===== config.mk =====
export PLATFORM = sky130hd
export DESIGN_NAME = reduce_result_collector
export DESIGN_NICKNAME = d
export VERILOG_FILES = /design/src/rtl/reduce_result_collector_pkg.sv /design/src/rtl/reduce_result_collector_sync_fifo_ptr.sv /design/src/rtl/reduce_result_collector.sv
export SDC_FILE = /design/constraint.sdc
export NUM_CORES = 1
export LEC_CHECK = 0
export BUFFER_PORTS_ARGS = -buffer_cell sky130_fd_sc_hd__buf_4
export CAP_MARGIN = 10
export CORE_ASPECT_RATIO = 0.7
export CORE_MARGIN = 8
export CORE_UTILIZATION = 45
export DETAILED_ROUTE_END_ITERATION = 12
export PLACE_DENSITY = 0.77
export SETUP_SLACK_MARGIN = 0.05
export SYNTH_ARGS = -nofsm -noshare
export SYNTH_HDL_FRONTEND = slang
export SYNTH_HIERARCHICAL = 1
export SYNTH_SLANG_ARGS = --single-unit

===== constraint.sdc =====
create_clock -name CLK -period 3.9 [get_ports CLK]
set_input_delay 1.17 -clock CLK [delete_from_list [all_inputs] [get_ports CLK]]
set_output_delay 1.17 -clock CLK [all_outputs]
set_load 0.02 [all_outputs]

===== src/rtl/reduce_result_collector_pkg.sv =====
// Shared stream constants for the reduce result collector.
// Holds the default widths, the window size and the control state encoding.
package reduce_result_collector_pkg;

    localparam int DATA_WIDTH_DEF  = 32;
    localparam int WINDOW_LOG2_DEF = 4;
    localparam int REDUCER_SIZE    = 1 << WINDOW_LOG2_DEF;
    localparam int FIFO_LOG2_DEF   = 2;
    localparam int COUNT_WIDTH_DEF = 32;

    localparam logic [0:0] ST_FLUSH = 1'b0;
    localparam logic [0:0] ST_RUN   = 1'b1;

endpackage


===== src/rtl/reduce_result_collector_sync_fifo_ptr.sv =====
// Single-clock FIFO with wrap-bit pointers, async reset and sync flush.
// The head entry is presented combinationally from the read pointer.
module sync_fifo_ptr #(
    parameter int WIDTH = 32,
    parameter int LOG2  = 2
) (
    input  logic             i_clk,
    input  logic             i_rst_n,
    input  logic             i_flush,
    input  logic             i_wr_en,
    input  logic [WIDTH-1:0] i_wr_data,
    input  logic             i_rd_en,
    output logic             o_full,
    output logic             o_empty,
    output logic [LOG2:0]    o_level,
    output logic [WIDTH-1:0] o_head
);

    localparam int          DEPTH   = 1 << LOG2;
    localparam logic [LOG2:0] PTR_ONE = {{LOG2{1'b0}}, 1'b1};

    logic [WIDTH-1:0] r_mem [DEPTH];
    logic [LOG2:0]    r_wr_ptr;
    logic [LOG2:0]    r_rd_ptr;
    logic [LOG2-1:0]  w_wr_idx;
    logic [LOG2-1:0]  w_rd_idx;

    assign w_wr_idx = r_wr_ptr[LOG2-1:0];
    assign w_rd_idx = r_rd_ptr[LOG2-1:0];

    assign o_empty = (r_wr_ptr == r_rd_ptr);
    assign o_full  = (w_wr_idx == w_rd_idx) &&
                     (r_wr_ptr[LOG2] != r_rd_ptr[LOG2]);
    assign o_level = r_wr_ptr - r_rd_ptr;
    assign o_head  = r_mem[w_rd_idx];

    always_ff @(posedge i_clk or negedge i_rst_n) begin
        if (!i_rst_n) begin
            r_wr_ptr <= '0;
            r_rd_ptr <= '0;
        end else if (i_flush) begin
            r_wr_ptr <= '0;
            r_rd_ptr <= '0;
        end else begin
            if (i_wr_en) r_wr_ptr <= r_wr_ptr + PTR_ONE;
            if (i_rd_en) r_rd_ptr <= r_rd_ptr + PTR_ONE;
        end
    end

    // Storage is deliberately left out of reset.
    always_ff @(posedge i_clk) begin
        if (i_wr_en && !i_flush) r_mem[w_wr_idx] <= i_wr_data;
    end

endmodule


===== src/rtl/reduce_result_collector.sv =====
// Captures pulsed window sums into a FIFO and serves sum and mean downstream.
// Also tracks accepted results and a sticky drop flag.
module reduce_result_collector
    import reduce_result_collector_pkg::*;
#(
    parameter int DATA_WIDTH  = DATA_WIDTH_DEF,
    parameter int WINDOW_LOG2 = WINDOW_LOG2_DEF,
    parameter int FIFO_LOG2   = FIFO_LOG2_DEF,
    parameter int COUNT_WIDTH = COUNT_WIDTH_DEF
) (
    input  logic                   CLK,
    input  logic                   RSTN,
    input  logic [DATA_WIDTH-1:0]  zdata,
    input  logic                   vdata,
    input  logic                   clear,
    output logic [DATA_WIDTH-1:0]  out_sum,
    output logic [DATA_WIDTH-1:0]  out_mean,
    output logic                   out_valid,
    input  logic                   out_ready,
    output logic [COUNT_WIDTH-1:0] result_count,
    output logic                   overflow,
    output logic [FIFO_LOG2:0]     level
);

    localparam logic [COUNT_WIDTH-1:0] CNT_ONE = {{(COUNT_WIDTH-1){1'b0}}, 1'b1};

    logic [0:0]                   r_state;
    logic [COUNT_WIDTH-1:0]       r_count;
    logic                         r_overflow;
    logic                         w_run;
    logic                         w_full;
    logic                         w_empty;
    logic                         w_rd;
    logic                         w_wr;
    logic                         w_drop;
    logic [DATA_WIDTH-1:0]        w_head;
    logic signed [DATA_WIDTH-1:0] w_mean;

    assign w_run     = (r_state == ST_RUN);
    assign out_valid = w_run && !w_empty;

    // A pop frees a slot in the same cycle, so a full FIFO still accepts.
    assign w_rd   = out_valid && out_ready && !clear;
    assign w_wr   = w_run && vdata && !clear && (!w_full || w_rd);
    assign w_drop = w_run && vdata && !clear && w_full && !w_rd;

    sync_fifo_ptr #(
        .WIDTH (DATA_WIDTH),
        .LOG2  (FIFO_LOG2)
    ) u_fifo (
        .i_clk     (CLK),
        .i_rst_n   (RSTN),
        .i_flush   (clear),
        .i_wr_en   (w_wr),
        .i_wr_data (zdata),
        .i_rd_en   (w_rd),
        .o_full    (w_full),
        .o_empty   (w_empty),
        .o_level   (level),
        .o_head    (w_head)
    );

    assign w_mean   = $signed(w_head) >>> WINDOW_LOG2;
    assign out_sum  = out_valid ? w_head : '0;
    assign out_mean = out_valid ? w_mean : '0;

    always_ff @(posedge CLK or negedge RSTN) begin
        if (!RSTN) begin
            r_state <= ST_FLUSH;
        end else if (clear) begin
            r_state <= ST_FLUSH;
        end else begin
            r_state <= ST_RUN;
        end
    end

    always_ff @(posedge CLK or negedge RSTN) begin
        if (!RSTN) begin
            r_count    <= '0;
            r_overflow <= 1'b0;
        end else if (clear) begin
            r_count    <= '0;
            r_overflow <= 1'b0;
        end else begin
            if (w_wr)   r_count    <= r_count + CNT_ONE;
            if (w_drop) r_overflow <= 1'b1;
        end
    end

    assign result_count = r_count;
    assign overflow     = r_overflow;

endmodule

==> results.md, run 1 <==
Layout:
- In the final layout, the share of cells above drive strength 1 is 36.8%.
- The register area is 0.00485 sq mm.
- The number of non-filler instances in the completed layout is 836.
- The area of combinational cells with multiple inputs is 0.00226 sq mm.
- From synthesis to final layout, the design area changed by 20.7%.
- The top cell types in the final layout, fill and taps aside, are buf_4, edfxtp_1, dfrtp_1.
- After routing the design area is 0.00908 sq mm.
- Leaving out fill and tap cells, the most frequent cell in the layout is buf_4.
- Cells fill 55.5% of the core in the end.
- The number of fill cells in the layout is 1,261.
- The final antenna diode count is 0.
- The net count reported at finish is 644.

CTS:
- TritonCTS built the clock tree.
- The number of clock buffers added by TritonCTS is 17.
- The clock insertion delay at the later pin of the skew report is 0.43 ns.
- After clock tree synthesis, the clock-pin slew on the worst setup and hold paths is 0.07 ns.
- The clock sink count is 168.
- The post-CTS setup buffer count is 0.
- Gates resized during post-CTS repair numbered 0.
- In this run, post-CTS hold repair placed 0 buffers.
- Counting along the longest clock path gives a buffer depth of 2.
- The H-tree was split into 4 levels.
- The clock root buffer is clkbuf_16.

Detailed routing:
- The count of routing violations after the opening detailed-route iteration is 393.
- The number of vias per cell after detailed routing is 5.33.
- Dividing the detail-routed wire length by the instance count gives 18.5 um.
- The total DRC errors in the routed layout is 0.
- The total wirelength of the detailed-routed design is 15.5 mm.
- The post-detailed-route count of antenna-violating nets is 0.
- Summing over every cut layer, the via total after detailed routing is 4,454.
- The first detailed-routing pass took 5 iterations.

STA:
- The clock period minus worst slack is 3.59 ns.
- For the pin with the worst max-slew slack, the measured transition is 0.721 ns.
- The share of the clock period used by the worst path after layout is 92.0%.
- The final count of pins violating max slew is 0.
- Setup violations remaining at the end of the flow were counted as 0.
- The worst path meets setup with 0.311 ns of slack.
- The worst pin sits at a relative slew slack of 51.8%.
- Setup repair after global routing left no endpoint under its margin.
- The final setup TNS is 0 ns.
- The final count of hold timing violations is 0.
- Between clock sinks in the finished design, the worst skew comes to 0.0147 ns.
- The tightest hold margin is 0.540 ns.
- For this run, the top clock speed supported by timing is 279 MHz.

Setup path:
- The startpoint type of the worst setup path is a flip-flop.
- The data arrival at the endpoint of the critical path is 2.42 ns.
- The end point of the critical path is out_sum[31].
- In this run the register-to-register setup slack is 0.85 ns.
- Counting stages on the worst path, the most repeated cell is buf_4.
- In this run the critical register-to-register path is launched from u_fifo/r_rd_ptr[0]$_DFFE_PN0P_.
- The slowest stage of the critical path is the dfrtp_2 cell.
- Traced cell by cell, the critical path runs through ha_1, nand2_1, nor2_1, nor2b_2, buf_4, and2_1, buf_4.
- The startpoint of the most critical setup path is u_fifo/r_rd_ptr[0]$_DFFE_PN0P_.
- The endpoint identified for the worst register-to-register timing path is u_fifo/r_mem[3][28]$_DFFE_PP_.
- On the worst path, the slowest cell contributes a delay of 0.59 ns.
- Of all nets on the critical path, the largest fanout is 34.
- The worst register-to-register path has a depth of 8.
- The worst setup path is of the flip-flop to output pin kind.
- Data on the critical path is required at its endpoint by 2.73 ns.
- STA classifies the critical path endpoint as an output pin.

Synthesis:
- The synthesized design contains 168 register bits.
- The count of cell types in the netlist is 52.
- Yosys mapped a number of flops with a built-in enable equal to 128.
- The cell area after synthesis is 0.00752 sq mm.
- The post-synthesis async set-or-reset flop share is 23.8%.
- The warning count from the yosys run is 6.
- The sequential element share of the synthesized area is 64.4%.
- After technology mapping, the gate count stands at 489.
- The commonest register cell after synthesis is edfxtp_1.
- The average instance in the mapped netlist occupies 15.4 sq um.
- The number of nets handed over by synthesis was 535.

Worst hold path:
- The worst hold-check path type is flip-flop to flip-flop.

Job:
- The tool flagged a number of max-cap violations equal to 0.

Global route:
- The fraction of met3 tracks used by global routing is 3.99%.
- The final global-route overflow total is 0.
- Entering global routing, the biggest net connects 50 pins.
- The wire length of the first global-routing pass is 24.0 mm.
- Across every metal layer, demand over resource in global routing totals 14.7%.
- The number of antenna violations at the first check in global routing came to 0.
- The fraction of met2 tracks used by global routing is 24.8%.
- After global routing, the most crowded layer is met2.
- The via count of the first global-routing pass is 4,534.
- The met1 usage is 17.9%.

Place:
- The placed instances occupy a cell area of 0.00852 sq mm.
- After detailed placement, the design holds a cell count of 804.
- The half-perimeter wire length of the detailed placement result is 10.5 mm.
- Before CTS, the worst setup slack after placement is 0.595 ns.
- The number of I/O port buffers is 137.
- Routability-driven placement finished with a final weighted congestion of 0.786.

Power and ir drop:
- The part of the total power dissipated in the clock network is 42.7%.
- The sum of internal, switching and leakage power is 3.71 mW.
- Combinational logic is responsible for 4.8% of the overall power.
- The power per cell area is 409 mW/mm^2.
- In this run the static leakage power is 3.41 nW.
- For this design the total switching power over the nets is 0.852 mW.
- The worst-case IR drop observed on VDD is 0.254 mV.
- The share of total power consumed by net switching is 22.9%.
- Registers are responsible for 52.4% of the overall power.
- The internal power of the cells totals 2.86 mW.

Floorplan:
- The initial core utilization is 46.0%.
- The region available for standard cell placement spans 0.0163 sq mm.
- The die area is 0.0212 sq mm.
- From left edge to right edge, the die measures 171 um.
- The number of I/O pins is 138.
- The vertical die dimension is 124 um.
- After floorplanning, the core was divided into 39 placement rows.

Status:
- The flow ran to the end, and the final reports show no timing, DRC or antenna violations.
==> layout make-up <==
type                       instances  area share (%)
sequential                       168            53.4
multi-input combinational        258            24.9
timing repair buffer             144            12.0
clock buffer                      17            4.69
tap                              225            3.10
clock inverter                    15            1.52
inverter                           9           0.372
==> critical path: cells and delay by family (launching register included) <==
kind	cells	cell delay, ns
DFF	1	0.59
and+or+nand+nor	4	0.56
buffers and inverters	2	0.50
adders and majority gates	1	0.32
==> flip-flops by register name, summed over array words and instances (netlist names) <==
register / cells
result_count: 32
u_fifo/r_rd_ptr: 3
u_fifo/r_wr_ptr: 3
u_fifo/r_mem: 128
r_state: 1
overflow: 1
==> power groups by stage <==
stage	clock network [mW]	registers, mW	logic (mW)
finish	1.58	1.95	0.180
global route	1.68	1.95	0.195
CTS	1.62	1.95	0.183
detailed placement	0	1.98	0.183
global placement	0	1.98	0.177
floorplan	0	1.98	0.0952
==> worst min-delay path by stage <==
stage / from / to / slack [ns] / cells past startpoint
after floorplan: u_fifo/r_wr_ptr[2]$_DFFE_PN0P_ / u_fifo/r_wr_ptr[2]$_DFFE_PN0P_ / 0.53 / 2
after global placement: overflow$_DFFE_PN0P_ / overflow$_DFFE_PN0P_ / 0.51 / 2
after detailed placement: overflow$_DFFE_PN0P_ / overflow$_DFFE_PN0P_ / 0.53 / 2
after CTS: overflow$_DFFE_PN0P_ / overflow$_DFFE_PN0P_ / 0.54 / 2
after global routing: overflow$_DFFE_PN0P_ / overflow$_DFFE_PN0P_ / 0.58 / 2
final: overflow$_DFFE_PN0P_ / overflow$_DFFE_PN0P_ / 0.54 / 2
==> cell families (layout without fill, tap and decap cells) <==
| kind of cell | count (synthesis) | in the layout | synth area share [%] |
|---|---|---|---|
| buffers and inverters | 63 | 185 | 5.69 |
| multiplexers | 44 | 44 | 11.5 |
| AND/OR/NAND/NOR | 147 | 147 | 11.4 |
| AO/OA/AOI/OAI | 48 | 48 | 4.34 |
| adder cells (fa/ha/maj) | 9 | 9 | 1.60 |
| flip-flops | 168 | 168 | 64.4 |
| XOR/XNOR | 10 | 10 | 1.16 |
==> synthesized netlist by cell type, types with 4 or more instances <==
library cell,n,area share [%]
nor4_1,6,0.50
buf_2,6,0.40
or3_1,4,0.33
xnor2_1,8,0.93
nand4_1,6,0.50
mux4_2,29,8.7
nor2_1,22,1.1
clkbuf_1,10,0.50
nand3_1,13,0.86
inv_1,9,0.45
buf_4,32,3.2
ha_1,8,1.3
dfrtp_1,40,13
edfxtp_1,128,51
mux2_2,8,1.2
mux2i_1,4,0.53
nor2b_1,12,1.0
and4_1,4,0.47
or4_1,10,1.0
o31ai_1,9,0.90
nand2_1,13,0.65
a21oi_1,19,1.3
and3_1,7,0.58
and2_1,38,3.2
o21ai_0,4,0.27
==> per-layer routing <==
layer / vias up / routed length (um)
met5: - / 0
met4: 0 / 249
met3: 21 / 1050
met2: 153 / 7750
met1: 2208 / 6400
li1: 2072 / -
No activity file was read; power rests on OpenSTA's default activity.
==> run 2, diff against run 1 <==
--- a/config.mk
+++ b/config.mk
@@ -5,13 +5,14 @@
 export SDC_FILE = /design/constraint.sdc
 export NUM_CORES = 1
 export LEC_CHECK = 0
+export ABC_AREA = 1
 export BUFFER_PORTS_ARGS = -buffer_cell sky130_fd_sc_hd__buf_4
 export CAP_MARGIN = 10
 export CORE_ASPECT_RATIO = 0.7
 export CORE_MARGIN = 8
-export CORE_UTILIZATION = 45
+export CORE_UTILIZATION = 40
 export DETAILED_ROUTE_END_ITERATION = 12
-export PLACE_DENSITY = 0.77
+export PLACE_DENSITY = 0.7
 export SETUP_SLACK_MARGIN = 0.05
 export SYNTH_ARGS = -nofsm -noshare
 export SYNTH_HDL_FRONTEND = slang
==> results.md, run 2 <==
Status:
- The run finished with clean final reports.

STA:
- The remaining max-slew budget at the tightest pin is 53.1%.
- The share of the clock period used by the worst path after layout is 91.7%.
- The final count of pins violating max slew is 0.
- The maximum operating frequency is 280 MHz.
- Setup repair after global routing left no endpoint under its margin.
- The clock period minus worst slack is 3.57 ns.
- The slew at the pin with the worst max-slew slack is 0.702 ns.
- Setup total negative slack on the finished layout was measured at 0 ns.
- Setup violations remaining at the end of the flow were counted as 0.
- The final count of hold timing violations is 0.
- The maximum clock skew at final layout is 0.0137 ns.

Global route:
- The via count of the first global-routing pass was 6,276.
- The pin count of the biggest net entering global routing is 41.
- The final global-route overflow total is 0.
- The wire length of the first global-routing pass is 32.4 mm.
- The number of antenna violations at the first check in global routing is 0.
- The global-route usage over all layers is 15.4%.

Detailed routing:
- In this run, the number of DRC markers left after iteration 0 of detailed routing was 398.
- The iteration count of the initial detailed-routing pass is 5.
- The total wirelength of the detailed-routed design is 20.3 mm.
- The number of vias after detailed routing is 6,489.
- Dividing the detail-routed wire length by the instance count gives 14.4 um.
- The post-detailed-route count of antenna-violating nets is 0.
- After detailed routing, the number of remaining DRC violations is 0.
- The number of vias per cell after detailed routing is 4.62.

Synthesis:
- The most area-hungry cell type in the Yosys netlist is edfxtp_1.
- The synthesized design contains 128 enable-type register cells.
- The cell area after synthesis is 0.00862 sq mm.
- During synthesis, Yosys emitted a total of 6 warnings.
- In this run, distinct cell masters in the synthesized netlist total 28.
- The most used flip-flop cell after synthesis is edfxtp_1.
- Counting every net in the synthesized netlist gives 1,050.
- In the synthesized netlist, the number of instances is 1,004.
- The synthesized design devotes to its leading area cell type 44.6% of total area.
- Sequential elements use 56.2% of the synthesized area.
- The total of flip-flops plus latches after synthesis is 168.
- By area the synthesized netlist is led by edfxtp_1, nand2_1, dfrtp_1.
- The post-synthesis async set-or-reset flop share is 23.8%.
- The most instantiated library cell after synthesis is nand2_1.
- By count the netlist is led by nand2_1, inv_1, edfxtp_1.
- A synthesized cell averages 8.59 sq um.

Layout:
- The final antenna diode count is 0.
- The most flop-heavy register is u_fifo/r_mem.
- Summing all non-filler instances in the final layout gives an area of 0.0103 sq mm.
- The fraction of layout cells with a size suffix above 1 is 18.8%.
- The area of combinational cells with multiple inputs is 0.00254 sq mm.
- The filler cells instantiated in the layout total 2,008.
- The flip-flop count of the largest register after layout is 128.
- The most common cell after layout, fill and taps aside is nand2_1.
- The net count reported at finish is 1,157.
- The area growth from synthesis to layout is 18.9%.
- Across the whole layout, storage elements account for 0.00485 sq mm.
- The library cells used most frequently in the layout, excluding fill and tap cells, are nand2_1, inv_1, buf_4.

Setup path:
- The startpoint of the most critical setup path is u_fifo/r_wr_ptr[0]$_DFFE_PN0P_.
- For the worst setup path, the data required time is 2.73 ns.
- The startpoint type of the worst setup path is a flip-flop.
- The startpoint identified for the worst register-to-register timing path is u_fifo/r_wr_ptr[0]$_DFFE_PN0P_.
- The critical path class is flip-flop to output pin.
- In this run the worst path has a maximum fanout of 13.
- Walking the worst path, the cells encountered are inv_1, ha_1, nand2_1, a21oi_1, nor2_4, inv_1, buf_4, nor2_1, buf_4.
- The slowest stage of the critical path belongs to the cell dfrtp_1.
- The delay of the slowest cell on the worst path is 0.41 ns.
- The kind of end point of the critical path is an output pin.
- Data arrives at the worst endpoint at 2.40 ns.

CTS:
- The number of buffers inserted for hold repair after clock tree synthesis is 0.
- The post-cts sizing count is 0.
- After clock tree synthesis, the clock-pin slew on the worst setup and hold paths is 0.07 ns.
- Once the clock tree was built, the setup fixing pass inserted 0 buffers.
- The clock net in this run drives a total of 168 sinks.
- The clock root buffer is clkbuf_16.
- The clock buffer count from CTS is 17.
- The CTS tree is built.
- Clock latency on the worst-skew pair, taken at its later pin, is 0.43 ns.
- The largest buffer count on any clock path is 2.
- The H-tree generated during clock tree synthesis spans 4 levels.

Power and ir drop:
- The design draws 3.82 mW.
- VDD sags by at most 0.266 mV.
- In this run the power density over the cells is 373 mW/mm^2.
- The analysis attributes to cell leakage a power of 4.89 nW.

Place:
- The instance area at placement is 0.00966 sq mm.
- The routability congestion estimate from global placement is 0.892.
- Summed over all nets, the half-perimeter wirelength after detailed placement is 13.9 mm.
- The number of I/O port buffers is 137.

Worst hold path:
- The worst hold-check path type is flip-flop to flip-flop.
- In this run the most critical hold path is launched from overflow$_DFFE_PN0P_.

Floorplan:
- The floorplan step set the die height to 139 um.
- The standard cell core area is 0.0214 sq mm.
- The die is 191 um wide.
- Row generation in the floorplan step produced 45 rows.
- The number of I/O pins is 138.
- The die covers 0.0266 sq mm.
- The initial core utilization is 40.3%.

Job:
- Across the run, the number of max-cap violations was 0.
[run 2: worst paths after layout]
check / end / slack, ns / cells after the start
min in group asynchronous: result_count[21]$_DFFE_PN0P_ / 0.72 / 1
min: overflow$_DFFE_PN0P_ / 0.51 / 1
max in group asynchronous: u_fifo/r_rd_ptr[0]$_DFFE_PN0P_ / 2.77 / 1
min reg2reg: overflow$_DFFE_PN0P_ / 0.51 / 1
max: out_sum[27] / 0.33 / 9
max reg2reg: u_fifo/r_mem[0][27]$_DFFE_PP_ / 0.89 / 12
[run 2: cell families after synthesis]
logic type / count (synthesis) / synth area share, %
AOI/OAI and AO/OA: 28 / 1.74
xor gates and xnor gates: 3 / 0.305
adders and majority gates: 9 / 1.39
buffers and inverters: 270 / 14.6
DFF: 168 / 56.2
and+or+nand+nor: 526 / 25.7
[run 2: cell type report]
cell class | count | area share (%)
multi-input combinational | 566 | 24.8
clock buffer | 17 | 4.15
sequential | 168 | 47.3
timing repair buffer | 150 | 11.1
tap | 282 | 3.44
inverter | 208 | 7.62
clock inverter | 15 | 1.59
[run 2: critical path, delay by kind of cell (launching register included)]
| family | cells | cell delay [ns] |
|---|---|---|
| buf+inv | 4 | 0.63 |
| simple gates | 3 | 0.55 |
| flops | 1 | 0.41 |
| fa+ha+maj | 1 | 0.33 |
| compound gates | 1 | 0.07 |
[run 2: power breakdown]
group          leakage [nW]  internal (mW)  total (mW)  switching, mW
combinational          2.91         0.0817       0.227          0.146
clock                 0.281          0.856        1.63          0.778
sequential             1.71           1.94        1.96         0.0160
total                  4.89           2.88        3.82          0.940
[run 2: metrics by stage]
step / hold WS (ns) / util, % / setup slack (ns) / cells
floorplan: 0.513 / - / 0.190 / 1004
global placement: 0.489 / 45.2 / 0.585 / 1374
detailed placement: 0.508 / 45.2 / 0.559 / 1374
CTS: 0.523 / 47.9 / 0.320 / 1406
global route: 0.532 / 47.9 / 0.181 / 1406
finish: 0.513 / 47.9 / 0.325 / 1406
[run 2: layer usage]
metal  part of all wire [%]  global-route usage, %  vias to the layer above
met4                    1.2                   5.05                        0
met5                      0                      0                        -
met2                     47                   24.4                      169
met1                     47                   20.9                     3012
li1                       -                      -                     3292
met3                    5.1                   2.74                       16
